===== config.mk =====
export PLATFORM = sky130hd
export DESIGN_NAME = sar_logic_param
export DESIGN_NICKNAME = d
export VERILOG_FILES = /design/src/rtl/sar_pkg.sv /design/src/rtl/sar_phase_timer.sv /design/src/rtl/sar_logic_param.sv
export SDC_FILE = /design/constraint.sdc
export NUM_CORES = 1
export LEC_CHECK = 0
export CORE_MARGIN = 4
export CORE_UTILIZATION = 55
export CTS_CLUSTER_DIAMETER = 200
export DETAILED_ROUTE_END_ITERATION = 7
export HOLD_SLACK_MARGIN = 0.03
export PLACE_DENSITY = 0.81
export SLEW_MARGIN = 40
export SYNTH_ARGS = -nofsm -noshare
export SYNTH_HDL_FRONTEND = slang
export SYNTH_SLANG_ARGS = --single-unit
export TNS_END_PERCENT = 5

===== constraint.sdc =====
create_clock -name CLK -period 3.4 [get_ports CLK]
set_clock_uncertainty 0.1 [all_clocks]
set_input_delay 1.02 -clock CLK [delete_from_list [all_inputs] [get_ports CLK]]
set_output_delay 1.02 -clock CLK [all_outputs]
set_load 0.05 [all_outputs]

===== src/rtl/sar_pkg.sv =====
// Shared types and elaboration helpers for the parametrised SAR controller.
package sar_pkg;

  typedef enum logic [2:0] {
    ST_IDLE, ST_SAMPLE, ST_RELEASE, ST_SETTLE, ST_COMPARE, ST_DECIDE, ST_DONE
  } sar_state_e;

  // Phase counter width: enough to hold the longest timed phase.
  function automatic int cnt_width(input int sample_cyc, input int settle_cyc, input int comp_cyc);
    int m;
    m = sample_cyc;
    if (settle_cyc > m) m = settle_cyc;
    if (comp_cyc > m) m = comp_cyc;
    return $clog2(m + 1);
  endfunction

  function automatic bit params_legal(input int n_bit, input int sample_cyc,
                                      input int settle_cyc, input int comp_cyc);
    return (n_bit >= 2) && (n_bit <= 16) && (sample_cyc >= 1) &&
           (settle_cyc >= 1) && (comp_cyc >= 1);
  endfunction

endpackage


===== src/rtl/sar_phase_timer.sv =====
// Loadable down-counter; o_tc is high while the count is zero.
module sar_phase_timer #(
  parameter int W = 2
) (
  input  logic         i_clk,
  input  logic         i_rst,
  input  logic         i_load,
  input  logic [W-1:0] i_val,
  output logic         o_tc
);

  logic [W-1:0] r_cnt;

  always_ff @(posedge i_clk) begin
    if (i_rst)              r_cnt <= '0;
    else if (i_load)        r_cnt <= i_val;
    else if (r_cnt != '0)   r_cnt <= r_cnt - 1'b1;
  end

  assign o_tc = (r_cnt == '0);

endmodule


===== src/rtl/sar_logic_param.sv =====
// Parametrised SAR controller: CDAC switch sequencing, START/BUSY/DONE handshake.
// Optional serial bit stream on DIGITAL_OUT/BIT_VALID when SAR_SERIAL_OUT_EN is defined.
module sar_logic_param
  import sar_pkg::*;
#(
  parameter int N_BIT      = 8,
  parameter int SAMPLE_CYC = 2,
  parameter int SETTLE_CYC = 1,
  parameter int COMP_CYC   = 1
) (
  input  logic             CLK,
  input  logic             RST,
  input  logic             START,
  input  logic             CONT,
  input  logic             COMP_OUT,
  output logic             COMP_CLK,
  output logic             SC,
  output logic [N_BIT-1:0] SDAC,
  output logic [N_BIT-1:0] DOUT,
  output logic             BUSY,
  output logic             DONE
`ifdef SAR_SERIAL_OUT_EN
  ,
  output logic             DIGITAL_OUT,
  output logic             BIT_VALID
`endif
);

  localparam int CW = cnt_width(SAMPLE_CYC, SETTLE_CYC, COMP_CYC);
  localparam int KW = $clog2(N_BIT);
  localparam logic [KW-1:0] K_TOP     = KW'(N_BIT - 1);
  localparam logic [CW-1:0] LD_SAMPLE = CW'(SAMPLE_CYC - 1);
  // DONE already drives SC=1/SDAC=0, so a restart from DONE counts it as the first sample cycle.
  localparam logic [CW-1:0] LD_RESMP  = CW'((SAMPLE_CYC > 1) ? SAMPLE_CYC - 2 : 0);
  localparam logic [CW-1:0] LD_SETTLE = CW'(SETTLE_CYC - 1);
  localparam logic [CW-1:0] LD_COMP   = CW'(COMP_CYC - 1);

  if (!params_legal(N_BIT, SAMPLE_CYC, SETTLE_CYC, COMP_CYC)) begin : g_bad_params
    $error("sar_logic_param: parameter out of legal range");
  end

  sar_state_e       r_state, w_nstate;
  logic [N_BIT-1:0] r_result, w_res_nxt;
  logic [KW-1:0]    r_k, w_k_nxt;
  logic             r_cont;
  logic             w_tc, w_load;
  logic [CW-1:0]    w_ld_val;
  logic             r_sc, r_comp_clk, r_busy, r_done;
  logic [N_BIT-1:0] r_sdac, r_dout;

  sar_phase_timer #(.W(CW)) u_timer (
    .i_clk  (CLK),
    .i_rst  (RST),
    .i_load (w_load),
    .i_val  (w_ld_val),
    .o_tc   (w_tc)
  );

  always_comb begin
    w_nstate  = r_state;
    w_res_nxt = r_result;
    w_k_nxt   = r_k;
    case (r_state)
      ST_IDLE: begin
        w_res_nxt = '0;
        w_k_nxt   = K_TOP;
        if (START) w_nstate = ST_SAMPLE;
      end
      ST_SAMPLE:  if (w_tc) w_nstate = ST_RELEASE;
      ST_RELEASE: w_nstate = ST_SETTLE;
      ST_SETTLE:  if (w_tc) w_nstate = ST_COMPARE;
      ST_COMPARE: if (w_tc) w_nstate = ST_DECIDE;
      ST_DECIDE: begin
        w_res_nxt[r_k] = COMP_OUT;
        if (r_k == '0) begin
          w_nstate = ST_DONE;
        end else begin
          w_nstate = ST_SETTLE;
          w_k_nxt  = r_k - 1'b1;
        end
      end
      ST_DONE: begin
        w_res_nxt = '0;
        w_k_nxt   = K_TOP;
        if (r_cont || START) w_nstate = (SAMPLE_CYC == 1) ? ST_RELEASE : ST_SAMPLE;
        else                 w_nstate = ST_IDLE;
      end
      default: w_nstate = ST_IDLE;
    endcase
  end

  always_comb begin
    w_load = (w_nstate != r_state);
    case (w_nstate)
      ST_SAMPLE:  w_ld_val = (r_state == ST_DONE) ? LD_RESMP : LD_SAMPLE;
      ST_SETTLE:  w_ld_val = LD_SETTLE;
      ST_COMPARE: w_ld_val = LD_COMP;
      default:    w_ld_val = '0;
    endcase
  end

  // Outputs are decoded from the next state so they change on the same edge as the state.
  always_ff @(posedge CLK) begin
    if (RST) begin
      r_state    <= ST_IDLE;
      r_result   <= '0;
      r_k        <= K_TOP;
      r_cont     <= 1'b0;
      r_sc       <= 1'b1;
      r_sdac     <= '0;
      r_comp_clk <= 1'b0;
      r_dout     <= '0;
      r_busy     <= 1'b0;
      r_done     <= 1'b0;
    end else begin
      r_state    <= w_nstate;
      r_result   <= w_res_nxt;
      r_k        <= w_k_nxt;
      if ((r_state == ST_IDLE || r_state == ST_DONE) && START) r_cont <= CONT;
      r_sc       <= (w_nstate inside {ST_IDLE, ST_SAMPLE, ST_DONE});
      r_comp_clk <= (w_nstate == ST_COMPARE);
      r_sdac     <= (w_nstate inside {ST_SETTLE, ST_COMPARE, ST_DECIDE}) ?
                    (w_res_nxt | (N_BIT'(1) << w_k_nxt)) : '0;
      r_busy     <= !(w_nstate inside {ST_IDLE, ST_DONE});
      r_done     <= (w_nstate == ST_DONE);
      if (w_nstate == ST_DONE) r_dout <= w_res_nxt;
    end
  end

  assign COMP_CLK = r_comp_clk;
  assign SC       = r_sc;
  assign SDAC     = r_sdac;
  assign DOUT     = r_dout;
  assign BUSY     = r_busy;
  assign DONE     = r_done;

`ifdef SAR_SERIAL_OUT_EN
  logic r_dig, r_bit_vld;

  always_ff @(posedge CLK) begin
    if (RST) begin
      r_dig     <= 1'b0;
      r_bit_vld <= 1'b0;
    end else begin
      r_bit_vld <= (r_state == ST_DECIDE);
      if (r_state == ST_DECIDE) r_dig <= COMP_OUT;
    end
  end

  assign DIGITAL_OUT = r_dig;
  assign BIT_VALID   = r_bit_vld;
`endif

endmodule


==> results_dict.tcl <==
set metrics [dict create \
    status "complete, no violations" \
    stdcell_area_sq_mm 0.001971 \
    diodes 0 \
    netSwitchingPower_mw 0.3100 \
    critPathCaptureType "output pin" \
    dr.pass1.iters 4 \
    finalWorstPathRequiredPeriod_ps 2613 \
    cts_tree "yes" \
    worst-path-buf-inv 1 \
    min-delay-start "DOUT[2]" \
    finalSetupTns_ps 0 \
    clk_pin_slew_ps 100 \
    place_congestion 0.8471 \
    max-slew-margin-rel_pct 52.36 \
    cts-buffers-inserted 5 \
    startpoint_type "flip-flop" \
    synth.distinct_cells 47 \
    dpl.hpwl_um 2754 \
    ys_ff_latch 37 \
    synth_ff_type "dfxtp_1" \
    drtIter0Drc 79 \
    critPathMaxStageDelay_ps 810 \
    r2r_cells 6 \
    wl_per_cell_um 15.54 \
    pwr-share-seq_pct 51.3 \
    postRouteAntennaNets 0 \
    worst_pin_slew_ps 713.7 \
    ioPinCount 25 \
    drv_cap 0 \
    peakVddDrop_mv 0.4025 \
    path_max_fanout 2 \
    die_x_um 63.36 \
    post-route-period-util_pct 76.86 \
    holdPathEnd "DOUT[2]" \
    portBuffers 24 \
    crit_path_start "DOUT[1]" \
    p_leak_nw 0.7093 \
    fin_cells 248 \
    worst_slack_ps 786.6 \
    place_worst_setup_slack_ps 509.2 \
    register_area_sq_um 740.7 \
    wirelength_um 3853 \
    start_util_pct 59.08 \
    crit_family "buffers and inverters" \
    crit_arrival_ps 1490 \
    reg2reg_setup_slack_ps 870 \
    syn_inst 198 \
    post_cts_buffers 0 \
    p_int_mw 0.6460 \
    route.detailed.drc 0 \
    grt_pass1_wl_um 6361 \
    hold_path_class "reg -> reg" \
    hold_viol_final 0 \
    layout-drive-gt1-share_pct 5.530 \
    clk_path_buf_depth 2 \
    crit_type "reg -> out" \
    min_path_cells 2 \
    hold_buffers 0 \
    sw_frac_of_total_pct 32.43 \
    synth-seq-area-share_pct 43.95 \
    clk_latency_ps 340 \
    nFillCells 243 \
    critPathRequiredTime_ps 2280 \
    h-tree-depth 2 \
    finalSetupViolations 0 \
    p_clk_share_pct 24.3 \
    synth-edff-count 0 \
    clock_sinks 37 \
    path_cells "clkdlybuf4s50_1" \
    grt_max_degree 25 \
    rsz0062_at_grt "no" \
    overflow 0 \
    via_per_inst 6.222 \
    die_height_um 63.36 \
    rows 19 \
    multi_input_area_sq_um 869.6 \
    synthesis.area_sq_mm 0.001685 \
    max_freq_mhz 382.7 \
    comb_power_share_pct 24.4 \
    grt_pass1_vias 1342 \
    postSynthAreaPerCell_sq_um 8.512 \
    cp_slowest_cell "clkdlybuf4s50_1" \
    post_cts_resized 0 \
    placedInstanceArea_sq_mm 0.001916 \
    vias 1543 \
    dp_cells 241 \
    slew_viol_final 0 \
    rr_endpoint "SDAC[6]" \
    nets 225 \
    synth_warnings 0 \
    hold_ws_ps 401.6 \
    timing.rr.start "r_k[1]" \
    dieArea_sq_mm 0.004014 \
    power_density_mw_per_mm2 485.1 \
    cts_root_buf "clkbuf_4" \
    area_growth_pct 16.93 \
    antenna_found_initial 0 \
    synth-async-reset-ratio_pct 0 \
    syn_nets 206 \
    track_usage_pct 20.04 \
    core-area_sq_mm 0.002853 \
]
cell usage after synthesis (4+ instances only):
master / instances / area share (%)
dfxtp_1: 37 / 44
nor2_1: 31 / 6.9
a21oi_1: 13 / 3.9
a211oi_1: 9 / 4.0
nand3_1: 8 / 2.4
nor3_1: 8 / 2.4
clkbuf_1: 7 / 1.6
o21ai_1: 7 / 2.1
buf_2: 6 / 1.8
nand2b_1: 6 / 2.2
nand2_1: 5 / 1.1
a32oi_1: 4 / 2.1
inv_1: 4 / 0.89
worst max path at each step:
stage / to / slack [ps] / depth (start not counted)
after floorplan: SDAC[0] / 1180 / 4
final: DOUT[1] / 790 / 1
after global placement: SDAC[1] / 570 / 5
after global routing: SDAC[0] / 660 / 7
after CTS: DOUT[4] / 770 / 1
after detailed placement: SDAC[4] / 510 / 5
power by group through the flow:
stage	Sequential [mW]	Clock (mW)	Combinational [mW]
6_report	0.490	0.233	0.233
3_5_place_dp	0.500	0	0.230
2_1_floorplan	0.515	0	0.160
3_3_place_gp	0.498	0	0.221
5_1_grt	0.496	0.258	0.255
4_1_cts	0.489	0.235	0.231
per-layer routing:
| metal | up-vias | track usage [%] | wire, um |
|---|---|---|---|
| met5 | - | 0 | 0 |
| met4 | 0 | 6.469 | 65 |
| met3 | 8 | 6.217 | 338 |
| met2 | 76 | 30.90 | 1739 |
| met1 | 702 | 26.60 | 1710 |
| li1 | 757 | - | - |
placed cells by master (no fill, tap or decap), types with 4 or more instances in the layout:
master            n
nor3_1            8
a32oi_1           4
nand2_1           5
a21oi_1          13
a211oi_1          9
nand2b_1          6
clkbuf_4          5
inv_1             4
clkdlybuf4s50_1  24
nor2_1           31
dfxtp_1          37
nand3_1           8
o21ai_1           7
cell families (layout without fill, tap and decap cells):
group / Yosys count / in the layout / share of synthesized area, %
muxes: 3 / 3 / 1.856
adders and majority gates: 3 / 3 / 2.227
xor gates and xnor gates: 4 / 4 / 2.079
buffers and inverters: 18 / 37 / 4.454
AOI/OAI and AO/OA: 56 / 56 / 22.05
DFF: 37 / 37 / 43.95
and+or+nand+nor: 77 / 77 / 23.39
registers in the layout, indices dropped and copies added (netlist names):
name	cells
BUSY	1
COMP_CLK	1
DONE	1
DOUT	8
SC	1
SDAC	8
r_cont	1
r_k	3
r_result	8
r_state	3
u_timer.r_cnt	2
stage by stage:
stage | utilization (%) | total power, mW
final | 69.08 | 0.9560
after global routing | 69.08 | 1.009
after CTS | 69.08 | 0.9553
after detailed placement | 67.15 | 0.7302
after global placement | 67.15 | 0.7188
after floorplan | - | 0.6747
layout make-up:
class	instances	area share (%)
flip-flops and latches	37	37.59
repair buffers	25	12.57
inverters	5	0.9524
multi-input cells	143	44.13
clock buffers	7	2.794
well taps	31	1.968
Note: power is estimated with default switching activity, not from simulation.
